===== src/rtl/rv_lsu_pkg.sv =====
// Shared definitions for the load/store unit: access-size encodings and FSM states.
package rv_lsu_pkg;

  localparam logic [2:0] F3_B  = 3'b000;
  localparam logic [2:0] F3_H  = 3'b001;
  localparam logic [2:0] F3_W  = 3'b010;
  localparam logic [2:0] F3_BU = 3'b100;
  localparam logic [2:0] F3_HU = 3'b101;

  typedef enum logic [1:0] {
    IDLE = 2'd0,
    BUS  = 2'd1,
    DONE = 2'd2,
    FAIL = 2'd3
  } lsu_state_e;

endpackage


===== src/rtl/lsu_align.sv =====
// Combinational lane logic: store byte enables and replication, load extraction and
// extension, and misaligned/illegal access detection.
module lsu_align
  import rv_lsu_pkg::*;
(
  input  logic [2:0]  funct3,
  input  logic [1:0]  addr_lo,
  input  logic        is_store,
  input  logic [31:0] wdata,
  input  logic [31:0] bus_rdata,
  output logic [3:0]  be,
  output logic [31:0] lane_wdata,
  output logic [31:0] load_data,
  output logic        misaligned,
  output logic        illegal
);

  logic [31:0] shifted;
  logic [3:0]  store_be;

  // Halfword accesses only pass the check with addr_lo[0]=0, so the shift lands on a half.
  assign shifted = bus_rdata >> {addr_lo, 3'b000};

  always_comb begin
    store_be   = 4'b1111;
    lane_wdata = wdata;
    load_data  = bus_rdata;
    misaligned = 1'b0;
    illegal    = 1'b0;
    case (funct3)
      F3_B: begin
        store_be   = 4'b0001 << addr_lo;
        lane_wdata = {4{wdata[7:0]}};
        load_data  = {{24{shifted[7]}}, shifted[7:0]};
      end
      F3_H: begin
        store_be   = 4'b0011 << addr_lo;
        lane_wdata = {2{wdata[15:0]}};
        load_data  = {{16{shifted[15]}}, shifted[15:0]};
        misaligned = addr_lo[0];
      end
      F3_W: begin
        misaligned = |addr_lo;
      end
      F3_BU: begin
        load_data = {24'h0, shifted[7:0]};
        illegal   = is_store;
      end
      F3_HU: begin
        load_data  = {16'h0, shifted[15:0]};
        misaligned = addr_lo[0];
        illegal    = is_store;
      end
      default: illegal = 1'b1;
    endcase
    be = is_store ? store_be : 4'b1111;
  end

endmodule


===== src/rtl/lsu_mem_if.sv =====
// Load/store unit between the core's MEM-phase control and a ready-handshake data bus.
// Optional bus-wait timeout enabled by defining LSU_TIMEOUT_EN.
module lsu_mem_if
  import rv_lsu_pkg::*;
#(
  parameter int unsigned ADDR_W         = 32,
  parameter int unsigned TIMEOUT_CYCLES = 255
) (
  input  logic              clk,
  input  logic              reset,
  input  logic              start_load,
  input  logic              start_store,
  input  logic [2:0]        funct3,
  input  logic [ADDR_W-1:0] addr,
  input  logic [31:0]       wdata,
  output logic [31:0]       rdata,
  output logic              done,
  output logic              busy,
  output logic              err,
  output logic              bus_req,
  output logic              bus_we,
  output logic [ADDR_W-1:0] bus_addr,
  output logic [3:0]        bus_be,
  output logic [31:0]       bus_wdata,
  input  logic              bus_ready,
  input  logic [31:0]       bus_rdata
);

  if (ADDR_W < 3 || TIMEOUT_CYCLES == 0 || TIMEOUT_CYCLES > 65535) begin : g_bad_params
    $error("lsu_mem_if: ADDR_W must be >= 3 and TIMEOUT_CYCLES in 1..65535");
  end

  lsu_state_e  state;
  logic [2:0]  f3_q;
  logic [1:0]  addr_lo_q;
  logic [2:0]  a_f3;
  logic [1:0]  a_addr_lo;
  logic        a_store;
  logic [3:0]  be;
  logic [31:0] lane_wdata;
  logic [31:0] load_data;
  logic        misaligned;
  logic        illegal;

`ifdef LSU_TIMEOUT_EN
  localparam logic [15:0] TimeoutLast = 16'(TIMEOUT_CYCLES - 1);
  logic [15:0] wait_cnt;
`endif

  // In IDLE the checker sees the incoming request; afterwards it sees the latched access.
  always_comb begin
    a_f3      = f3_q;
    a_addr_lo = addr_lo_q;
    a_store   = bus_we;
    if (state == IDLE) begin
      a_f3      = funct3;
      a_addr_lo = addr[1:0];
      a_store   = start_store;
    end
  end

  lsu_align u_align (
    .funct3     (a_f3),
    .addr_lo    (a_addr_lo),
    .is_store   (a_store),
    .wdata      (wdata),
    .bus_rdata  (bus_rdata),
    .be         (be),
    .lane_wdata (lane_wdata),
    .load_data  (load_data),
    .misaligned (misaligned),
    .illegal    (illegal)
  );

  always_ff @(posedge clk or posedge reset) begin
    if (reset) begin
      state     <= IDLE;
      f3_q      <= 3'b000;
      addr_lo_q <= 2'b00;
      rdata     <= 32'h0;
      done      <= 1'b0;
      busy      <= 1'b0;
      err       <= 1'b0;
      bus_req   <= 1'b0;
      bus_we    <= 1'b0;
      bus_addr  <= '0;
      bus_be    <= 4'b0000;
      bus_wdata <= 32'h0;
`ifdef LSU_TIMEOUT_EN
      wait_cnt  <= 16'h0;
`endif
    end else begin
      done <= 1'b0;
      err  <= 1'b0;
      case (state)
        IDLE: begin
          if (start_load || start_store) begin
            f3_q      <= funct3;
            addr_lo_q <= addr[1:0];
            bus_we    <= start_store;
            if (misaligned || illegal) begin
              state <= FAIL;
              done  <= 1'b1;
              err   <= 1'b1;
            end else begin
              state     <= BUS;
              busy      <= 1'b1;
              bus_req   <= 1'b1;
              bus_addr  <= {addr[ADDR_W-1:2], 2'b00};
              bus_be    <= be;
              bus_wdata <= lane_wdata;
`ifdef LSU_TIMEOUT_EN
              wait_cnt  <= 16'h0;
`endif
            end
          end
        end
        BUS: begin
          if (bus_ready) begin
            if (!bus_we) rdata <= load_data;
            state   <= DONE;
            bus_req <= 1'b0;
            busy    <= 1'b0;
            done    <= 1'b1;
          end
`ifdef LSU_TIMEOUT_EN
          else if (wait_cnt == TimeoutLast) begin
            state   <= FAIL;
            bus_req <= 1'b0;
            busy    <= 1'b0;
            done    <= 1'b1;
            err     <= 1'b1;
          end else begin
            wait_cnt <= wait_cnt + 16'd1;
          end
`endif
        end
        DONE:    state <= IDLE;
        FAIL:    state <= IDLE;
        default: state <= IDLE;
      endcase
    end
  end

endmodule


===== config.mk =====
export PLATFORM = sky130hd
export DESIGN_NAME = lsu_mem_if
export DESIGN_NICKNAME = d
export VERILOG_FILES = /design/src/rtl/rv_lsu_pkg.sv /design/src/rtl/lsu_align.sv /design/src/rtl/lsu_mem_if.sv
export SDC_FILE = /design/constraint.sdc
export NUM_CORES = 1
export LEC_CHECK = 0
export ABC_AREA = 0
export BUFFER_PORTS_ARGS = -buffer_cell sky130_fd_sc_hd__buf_4
export CORE_ASPECT_RATIO = 0.6
export CORE_MARGIN = 4
export CORE_UTILIZATION = 30
export DETAILED_ROUTE_END_ITERATION = 6
export GPL_TIMING_DRIVEN = 0
export PLACE_DENSITY = 0.57
export SYNTH_ARGS = -nofsm -noshare
export SYNTH_HDL_FRONTEND = slang
export SYNTH_SLANG_ARGS = --single-unit

===== constraint.sdc =====
create_clock -name clk -period 4.52 [get_ports clk]
set_clock_uncertainty 0.2 [all_clocks]
set_input_delay 0.452 -clock clk [delete_from_list [all_inputs] [get_ports clk]]
set_output_delay 0.452 -clock clk [all_outputs]
set_load 0.1 [all_outputs]

==> results.py <==
metrics = {
    "status": {
        "status": "complete, no violations",
    },
    "sta": {
        "fin_crit_ns": 2.95,
        "rsz0062_at_grt": "no",
        "worst_pin_slew_ns": 0.850,
        "slew_violations": 0,
        "finalSetupViolations": 0,
        "hold_viol": 0,
        "setup_tns_ns": 0,
        "max_freq_mhz": 339,
        "post-route-period-util_pct": 65.2,
        "holdWs_ns": 0.0456,
        "maxSlewHeadroom_pct": 43.2,
    },
    "layout": {
        "final_nets": 776,
        "n_antenna_cell": 0,
        "drive_above_1_share_pct": 51.6,
        "fin_area_mm2": 0.00756,
        "fill_cells": 1646,
        "syn2layout_area_growth_pct": 40.4,
    },
    "detailed_routing": {
        "drc": 0,
        "drt_first_pass_iters": 5,
        "postRouteAntennaNets": 0,
        "vias_per_cell": 4.99,
        "wirelength_mm": 17.8,
        "drt_iter0_drc": 396,
        "routed-via-count": 4549,
        "wire_per_inst_um": 19.5,
    },
    "logic_synthesis": {
        "ys_ff_latch": 109,
        "syn_avg_cell_area_um2": 11.9,
        "yosysWarnings": 0,
        "synth-edff-count": 0,
        "synth_top_area_share_pct": 50.7,
        "synth_flop_cell": "dfrtp_1",
        "seq_area_frac_synth_pct": 50.7,
        "synth_cell_types": 50,
        "netlist_instances": 453,
        "netlist_area_mm2": 0.00538,
        "synth-async-reset-ratio_pct": 100,
        "synthTopCellsByArea": "dfrtp_1, mux2_2, mux2_4",
        "synth_top_area_cell": "dfrtp_1",
    },
    "place": {
        "place_area_mm2": 0.00726,
        "place_congestion": 0.922,
        "port_buffers": 206,
        "detailed_place_hpwl_mm": 13.7,
    },
    "critical_path": {
        "cp_max_fo": 10,
        "path_class": "reg2reg",
        "crit_family": "buffers and inverters",
        "cpMaxStageDelayCell": "clkbuf_1",
        "critPathRequiredTime_ns": 4.55,
        "cpMostUsedCell": "mux2_2",
        "critPathLaunchType": "flop",
        "cp_data_arrival_time_ns": 2.98,
        "slowest_delay_ns": 0.62,
        "path_cells": "buf_6, or2_2, a21oi_2, clkbuf_1, mux2_2, mux2_2",
        "end_kind": "flop",
        "cp.buffers_inverters": 2,
    },
    "die": {
        "dieArea_mm2": 0.0202,
        "die_w_um": 181,
        "core_mm2": 0.0174,
        "die_h_um": 112,
        "start_util_pct": 31.0,
        "fp-row-count": 37,
        "ios": 209,
    },
    "grt": {
        "grt_pass1_vias": 4585,
        "grtUsageTotal_pct": 17.3,
        "grt_max_degree": 58,
        "grt_pass1_wl_mm": 27.5,
        "grt_remaining_overflow": 0,
        "grt_antenna_before_repair": 1,
    },
    "clocking": {
        "postCtsResizedCells": 0,
        "numCtsBuffers": 9,
        "clk_path_buf_depth": 2,
        "cts_setup_buffers": 0,
        "clock-sinks": 109,
        "cts-root-buf": "clkbuf_16",
        "clk_latency_ns": 0.35,
        "cts_tree": "yes",
        "h-tree-depth": 3,
        "holdBufCountCts": 0,
        "clkTransAtPathRegs_ns": 0.08,
    },
    "run": {
        "cap_violations": 0,
    },
    "min_path": {
        "min_path_type": "in2async",
    },
}
-- worst paths after layout --
check	from	endpoint	slack, ns	cells after the start
min	reset	rdata[6]$_DFFE_PP0P_	0.05	2
min reg2reg	rdata[7]$_DFFE_PP0P_	rdata[7]$_DFFE_PP0P_	0.30	1
max in group asynchronous	reset	bus_wdata[23]$_DFFE_PP0P_	3.34	3
min in group clk	bus_ready	state[0]$_DFFE_PP0P_	0.11	2
max	state[0]$_DFFE_PP0P_	bus_wdata[16]$_DFFE_PP0P_	1.57	6
max reg2reg	state[0]$_DFFE_PP0P_	bus_wdata[16]$_DFFE_PP0P_	1.57	6
-- per-layer routing --
metal / wire length [um] / part of all wire (%) / track usage, %
met2: 7140 / 40 / 23.2
met5: 13 / 0.073 / 0
met4: 301 / 1.7 / 4.30
met1: 8700 / 49 / 26.2
met3: 1660 / 9.3 / 6.11
-- state kept, by name, indices dropped and copies added (netlist names) --
register / flops
f3_q: 3
state: 2
bus_we: 1
err: 1
addr_lo_q: 2
bus_req: 1
bus_addr: 30
done: 1
bus_wdata: 32
bus_be: 4
rdata: 32
-- metrics by stage --
stage / cells / utilization (%) / setup slack [ns]
after floorplan: 454 / - / 0.994
after global placement: 894 / 41.6 / -0.347
after detailed placement: 895 / 41.8 / 1.53
after CTS: 911 / 43.5 / 1.51
after global routing: 911 / 43.5 / 1.40
final: 911 / 43.5 / 1.57
-- cell usage in the layout (no fill, tap or decap), types with 3 or more instances in the layout --
master,instances
a21oi_1,13
mux2i_1,12
buf_6,7
clkbuf_1,12
mux2_4,30
a22oi_1,11
nand2_1,38
dfrtp_1,109
buf_4,209
nor3_1,5
o21ai_0,20
clkbuf_16,9
nor2b_1,5
o21ai_2,3
nand3_1,3
a31oi_1,25
clkinv_2,3
o22ai_1,3
mux2_2,63
a22o_1,5
nand2b_1,4
buf_2,8
a211oi_1,4
nor2_1,33
and2_1,4
-- cell usage after synthesis (4+ instances only) --
cell and count:
o21ai_0 20, mux2_4 30, nand2b_1 4, mux2_2 63
buf_2 8, and2_1 4, a211oi_1 4, a22oi_1 11
nor3_1 5, nand2_1 38, dfrtp_1 109, mux2i_1 12
a22o_1 5, buf_6 7, clkbuf_1 12, nor2b_1 5
a31oi_1 25, a21oi_1 13, nor2_1 33
-- area by class of cell --
type	count	area, um2	share of cell area (%)
inverter	3	13.8	0.182
timing repair buffer	207	1570	20.8
buffer	30	186	2.47
multi-input combinational	312	2460	32.6
clock inverter	6	62.6	0.828
sequential	109	2730	36.1
tap	234	293	3.87
clock buffer	10	239	3.16
-- cells by family (layout without fill, tap and decap cells) --
logic type / after synthesis / in the layout / synth area share (%)
multiplexers: 106 / 106 / 24.2
AND/OR/NAND/NOR: 106 / 106 / 9.39
flip-flops: 109 / 109 / 50.7
other: 1 / 2 / 0.0697
AO/OA/AOI/OAI: 98 / 98 / 12.0
buffers and inverters: 33 / 256 / 3.67
Power is not shown: default switching activity piles up to over one toggle a cycle in this logic, so the estimate is an artifact.
